**config.mk**
```make
export PLATFORM = sky130hd
export DESIGN_NAME = pc
export DESIGN_NICKNAME = d
export VERILOG_FILES = /design/src/rtl/pc.sv
export SDC_FILE = /design/constraint.sdc
export NUM_CORES = 1
export LEC_CHECK = 0
export ABC_AREA = 1
export CORE_AREA = 2 2 53 55
export DETAILED_ROUTE_END_ITERATION = 8
export DIE_AREA = 0 0 55 57
export GPL_TIMING_DRIVEN = 0
export HOLD_SLACK_MARGIN = 0.08
export PLACE_DENSITY = 0.78
export SETUP_SLACK_MARGIN = 0.1
export SLEW_MARGIN = 20
export SYNTH_ARGS = -nofsm -noshare
export SYNTH_HDL_FRONTEND = slang
export SYNTH_SLANG_ARGS = --single-unit
```
**constraint.sdc**
```tcl
create_clock -name Clock -period 1.1 [get_ports Clock]
set_input_delay 0.11 -clock Clock [delete_from_list [all_inputs] [get_ports Clock]]
set_output_delay 0.11 -clock Clock [all_outputs]
set_load 0.05 [all_outputs]
```
**src/rtl/pc.sv**
```systemverilog
// Program counter register for the single-cycle MIPS datapath.
// Ports: Clock, NReset (async, active-low), Current (next PC in), Address (PC out).
module pc #(
   parameter int unsigned           WIDTH       = 32,
   parameter logic [WIDTH-1:0]      RESET_VALUE = {WIDTH{1'b0}}
) (
   input  logic             Clock,
   input  logic             NReset,
   input  logic [WIDTH-1:0] Current,
   output logic [WIDTH-1:0] Address
);

   logic [WIDTH-1:0] r_pc;

   // Loads every edge; alignment and +4 math live in the datapath.
   always_ff @(posedge Clock or negedge NReset) begin
      if (!NReset) begin
         r_pc <= RESET_VALUE;
      end else begin
         r_pc <= Current;
      end
   end

   assign Address = r_pc;

endmodule

```
# After elaboration in Yosys (flattened, before gate mapping)
# Index checks and enable logic that the tools add are counted.
# totals
rom_bits	0
inputBits	34
latchBits	0
out_inout_bits	32
regBits	32
memories	0
mem_bits_rw	0
# op_classes
muxes	0
add_sub_neg	0
eq_ne	0
n_div	0
bitwise	0
multipliers	0
n_reduce_logical	0
magnitude_cmp	0
shifts	0

# Longest topological paths before layout
# Gate-level depths: netlist of the first run.
# logic_depth
depth_word	0
depth_mapped	0
mapped_depth_nobuf	0

# Worst setup path before layout of the first run
# No wires, ideal clock.
# synth_timing
path_kind	flip-flop to output port
startpoint	register r_pc[0] (netlist: Address[0])
endpoint	output Address[0]
path_stages_with_launch	1
required_ns	0.990
slack_ns	0.404
arrival_time_ns	0.586
path_cell_list	dfrtp_1
# synth_rtl
item	line	rtl
from (decl)	13	logic [WIDTH-1:0] r_pc;
from (signal assigned)	20	r_pc <= Current;
to (decl)	10	output logic [WIDTH-1:0] Address
# No word-level cell between the ends.

# Final worst setup path of the first run
# layout_timing
startpoint	register r_pc[24] (netlist: Address[24])
endpoint	output Address[24]
# No word-level cell between the ends.

==> results of run 1 <==
## path summary, 6_finish.rpt
| check | start | endpoint | slack [ps] | cells after the start |
|---|---|---|---|---|
| max in group asynchronous | NReset | Address[23] | 320 | 2 |
| min | Current[2] | Address[2] | 220 | 1 |
| max | Address[24] | Address[24] | 130 | 1 |
| min in group asynchronous | NReset | Address[27] | 350 | 2 |
## cell usage in the layout (no fill, tap or decap)
cell type	count
dfrtp_1	32
clkdlybuf4s50_1	32
buf_6	32
clkbuf_4	5
clkbuf_1	2
clkbuf_8	1
dlygate4sd3_1	1
buf_2	1
## routing by layer
layer | vias to the layer above | GRT usage | wire, um | share of wire
met5 | - | 0 | 0 | 0
li1 | 243 | - | - | -
met3 | 5 | 0.0654 | 274 | 0.15
met4 | 0 | 0.0836 | 34 | 0.019
met2 | 44 | 0.213 | 950 | 0.52
met1 | 253 | 0.130 | 557 | 0.31
## kinds of logic after synthesis
logic type | count (synthesis) | synth area share
DFF | 32 | 1.00
## power by group
part           leakage [nW]  switching (mW)  total, mW  internal (mW)
Sequential            0.373          0.0270       1.26           1.23
Clock                0.0326           0.355      0.670          0.315
Combinational         0.327           0.279      0.495          0.216
Total                 0.732           0.660       2.43           1.77
## timing repair
action,CTS,global route
endpoints found under the setup margin,32,29
gates cloned,0,0
resized for setup,204,20
hold buffers,1,0
hold endpoints to repair,32,0
## per-stage QoR
step | power [mW] | setup TNS, ps | hold WS [ps] | area (sq um)
final | 2.43 | 0 | 221 | 1590
after global placement | 1.75 | -22550 | 558 | 1490
after CTS | 2.44 | 0 | 206 | 1520
after floorplan | 1.49 | 0 | -186 | 801
after detailed placement | 1.76 | -3610 | 192 | 1490
after global routing | 2.55 | 0 | 186 | 1590
## synthesized netlist by cell type
cell type  instances
dfrtp_1           32
## cell type report
class | instances | share of cell area
Sequential cell | 32 | 0.502
Timing Repair Buffer | 66 | 0.436
Tap cell | 31 | 0.0243
Clock buffer | 8 | 0.0369
==> flow_summary.yaml, run 1 <==
setup_path:
  worstPathArrival_ps: 860
  cp.required_ps: 990
  crit_slowest_cell: "dfrtp_1"
  path_cells: "buf_6"
  cp_max_fo: 1
  cp_top_family: "flip-flops"
  critPathLaunchType: "flip-flop"
  slowest_delay_ps: 390
  path_buf_inv: 1
  critPathKind: "flip-flop to output port"
  cp-end-kind: "output port"
timing:
  fin_ws_ps: 126
  fin_crit_sh: 0.885
  drv_slew: 0
  hold_viol: 0
  max_slew_margin: 0.556
  rsz0062_at_grt: "true"
  setup_viol: 0
  finalCriticalPeriod_ps: 974
  max_clock_freq_ghz: 1.03
  tightest_slew_ps: 667
run_status:
  outcome: "finished, final reports clean"
yosys:
  synth_area_per_cell_sq_um: 25.0
  ys_types: 1
  synth_area_sq_um: 801
  yosys.area.top_type: "dfrtp_1"
  postSynthCellCount: 32
  yosysSeqAreaShare: 1.00
  synth_area_leaders: "dfrtp_1"
  synth_seq_cells: 32
  ys.warnings.count: 0
  syn_nets: 66
  synth_top_area_frac: 1.00
finish:
  multiInputGateArea_sq_um: 0
  register_area_sq_um: 801
  nets: 139
  areaGrowthSynthToFinish_pct: 99.1
  utilization: 0.610
  largest_reg_flops: 32
  filler_cell_count: 204
  drive_above_1_share: 0.368
  multi_input_gates: 0
  diodes: 0
  stdcell_count: 137
global_routing:
  grt_pass1_wl_um: 2660
  antenna_found_initial: 0
  grt_util_all_layers: 0.132
  grt_max_degree: 33
  grt-ovfl-total: 0
  grt_pass1_vias: 594
die:
  ioPinCount: 66
  core_sq_um: 2620
  die_w_um: 55
  start_util: 0.306
  die_area_sq_um: 3140
  die_y_um: 57
  fp-row-count: 19
cts:
  cts_made_buffers: 5
  clock_sinks: 32
  cts-root-buf: "clkbuf_4"
  clock_path_buffers: 2
  cts_tree: "built"
  h-tree-depth: 2
  clk_pin_slew_ps: 90
  postCtsSetupRepairBufs: 0
place:
  port_buffers: 65
  dp.cells: 128
  pre_cts_slack_ps: -140
  hpwlAfterDp_um: 1400
  routabilityCongestion: 0.625
detailed_routing:
  vias_per_cell: 3.98
  vias: 545
  drt_iter0_drc: 3
  wire_per_inst_um: 13.3
  antenna_left: 0
  drc: 0
  drt_wl_total_um: 1820
  firstDrtPassIters: 2
job:
  drv_cap: 0
pwr:
  irDropWorstVdd_uv: 1000
  power_density_nw_per_um2: 1520
  power.leakage_nw: 0.732
min_path:
  hp-class: "input port to flip-flop"
Note: power is estimated with default switching activity, not from simulation.
==> inputs of run 2 (changes only) <==
CAP_MARGIN = 40   (was default)
CORE_AREA = 2 2 54 56   (was 2 2 53 55)
DIE_AREA = 0 0 56 58   (was 0 0 55 57)
PLACE_DENSITY = 0.76   (was 0.78)
clock period = 1 ns   (was 1.1 ns; I/O delays follow)
==> flow_summary.yaml, run 2 (same netlist as run 1, synthesis figures left out) <==
run_status:
  outcome: "finished, final reports clean"
setup_path:
  cp-end-kind: "output port"
  crit_slowest_cell: "dfrtp_1"
  worstPathArrival_ps: 890
  critPathKind: "flip-flop to output port"
  cp_top_family: "flip-flops"
  cp_max_fo: 1
  slowest_delay_ps: 400
  path_cells: "buf_6"
  path_buf_inv: 1
  cp.required_ps: 900
  critPathLaunchType: "flip-flop"
place:
  pre_cts_slack_ps: -249
  dp.cells: 128
  port_buffers: 65
  routabilityCongestion: 0.659
cts:
  cts_tree: "built"
  cts_made_buffers: 5
  cts-root-buf: "clkbuf_4"
  clock_sinks: 32
  h-tree-depth: 2
  clk_pin_slew_ps: 90
  clock_path_buffers: 2
  postCtsSetupRepairBufs: 0
timing:
  hold_viol: 0
  setup_tns_ps: 0
  max_slew_margin: 0.716
  max_clock_freq_ghz: 1.01
  tightest_slew_ps: 426
  hold-worst-slack_ps: 197
  rsz0062_at_grt: "true"
  fin_crit_sh: 0.989
  finalCriticalPeriod_ps: 989
  drv_slew: 0
  setup_viol: 0
  fin_ws_ps: 10.7
detailed_routing:
  firstDrtPassIters: 1
  wire_per_inst_um: 14.4
  vias_per_cell: 4.24
  routedLengthMet1_um: 685
  wl_met2_um: 991
  drt_iter0_drc: 0
  wl_met3_um: 229
  drc: 0
  antenna_left: 0
  top_layer_used: "met4"
  vias: 581
  drt_wl_total_um: 1970
min_path:
  hp-class: "input port to flip-flop"
finish:
  diodes: 0
  layout_common_cells: "dfrtp_1, clkdlybuf4s50_1, buf_6, clkbuf_4"
  stdcell_count: 137
  nets: 139
  multi_input_gates: 0
  drive_above_1_share: 0.377
  areaGrowthSynthToFinish_pct: 102
  largest_reg_flops: 32
  multiInputGateArea_sq_um: 0
die:
  die_area_sq_um: 3250
  core_sq_um: 2660
  start_util: 0.301
  ioPinCount: 66
  die_y_um: 58
  die_w_um: 56
  fp-row-count: 19
pwr:
  power.leakage_nw: 0.743
  irDropWorstVdd_uv: 1240
  power_density_nw_per_um2: 1790
  finalPower_mw: 2.89
global_routing:
  grt_max_degree: 33
  grt_pass1_wl_um: 3050
  grt-ovfl-total: 0
  antenna_found_initial: 0
  grt_util_all_layers: 0.137
  grt_pass1_vias: 681
job:
  drv_cap: 0
==> run 2: where the power goes <==
| group | internal, mW | switching (mW) |
|---|---|---|
| logic | 0.239 | 0.308 |
| registers | 1.36 | 0.0309 |
| clock network | 0.524 | 0.426 |
==> run 2: per-stage QoR <==
step                utilization  cell area, sq um
floorplan                     -               801
global placement          0.560              1490
detailed placement        0.558              1490
CTS                       0.605              1610
global route              0.606              1610
finish                    0.606              1610
==> run 2: worst paths after layout <==
path	from	end	slack [ps]	depth (start not counted)
setup / recovery	Address[16]	Address[16]	10	1
hold / removal	Current[20]	Address[20]	200	1
max in group asynchronous	NReset	Address[24]	430	2
min in group asynchronous	NReset	Address[19]	270	2
==> run 2: repair_timing <==
| action | CTS | global route |
|---|---|---|
| gates resized for setup | 224 | 1 |
| endpoints found under the setup margin | 32 | 64 |
| hold buffers | 1 | 0 |
| endpoints found under the hold margin | 32 | 0 |
==> run 2: cell type report <==
cell class / count / area [sq um]
fill: 229 / 1050
sequential: 32 / 801
timing repair buffer: 66 / 698
clock buffer: 6 / 41.3
tap: 31 / 38.8
clock inverter: 2 / 35.0
==> run 2: layer usage <==
metal,global-route usage,up-vias
li1,-,244
met1,0.137,287
met2,0.205,43
met3,0.0670,7
met4,0.133,0
met5,0,-
==> inputs of run 3 (changes only) <==
ABC_AREA = default   (was 1)
HOLD_SLACK_MARGIN = default   (was 0.08)
==> results of run 3 <==
Final layout, timing and power as in run 2 (identical DEF).
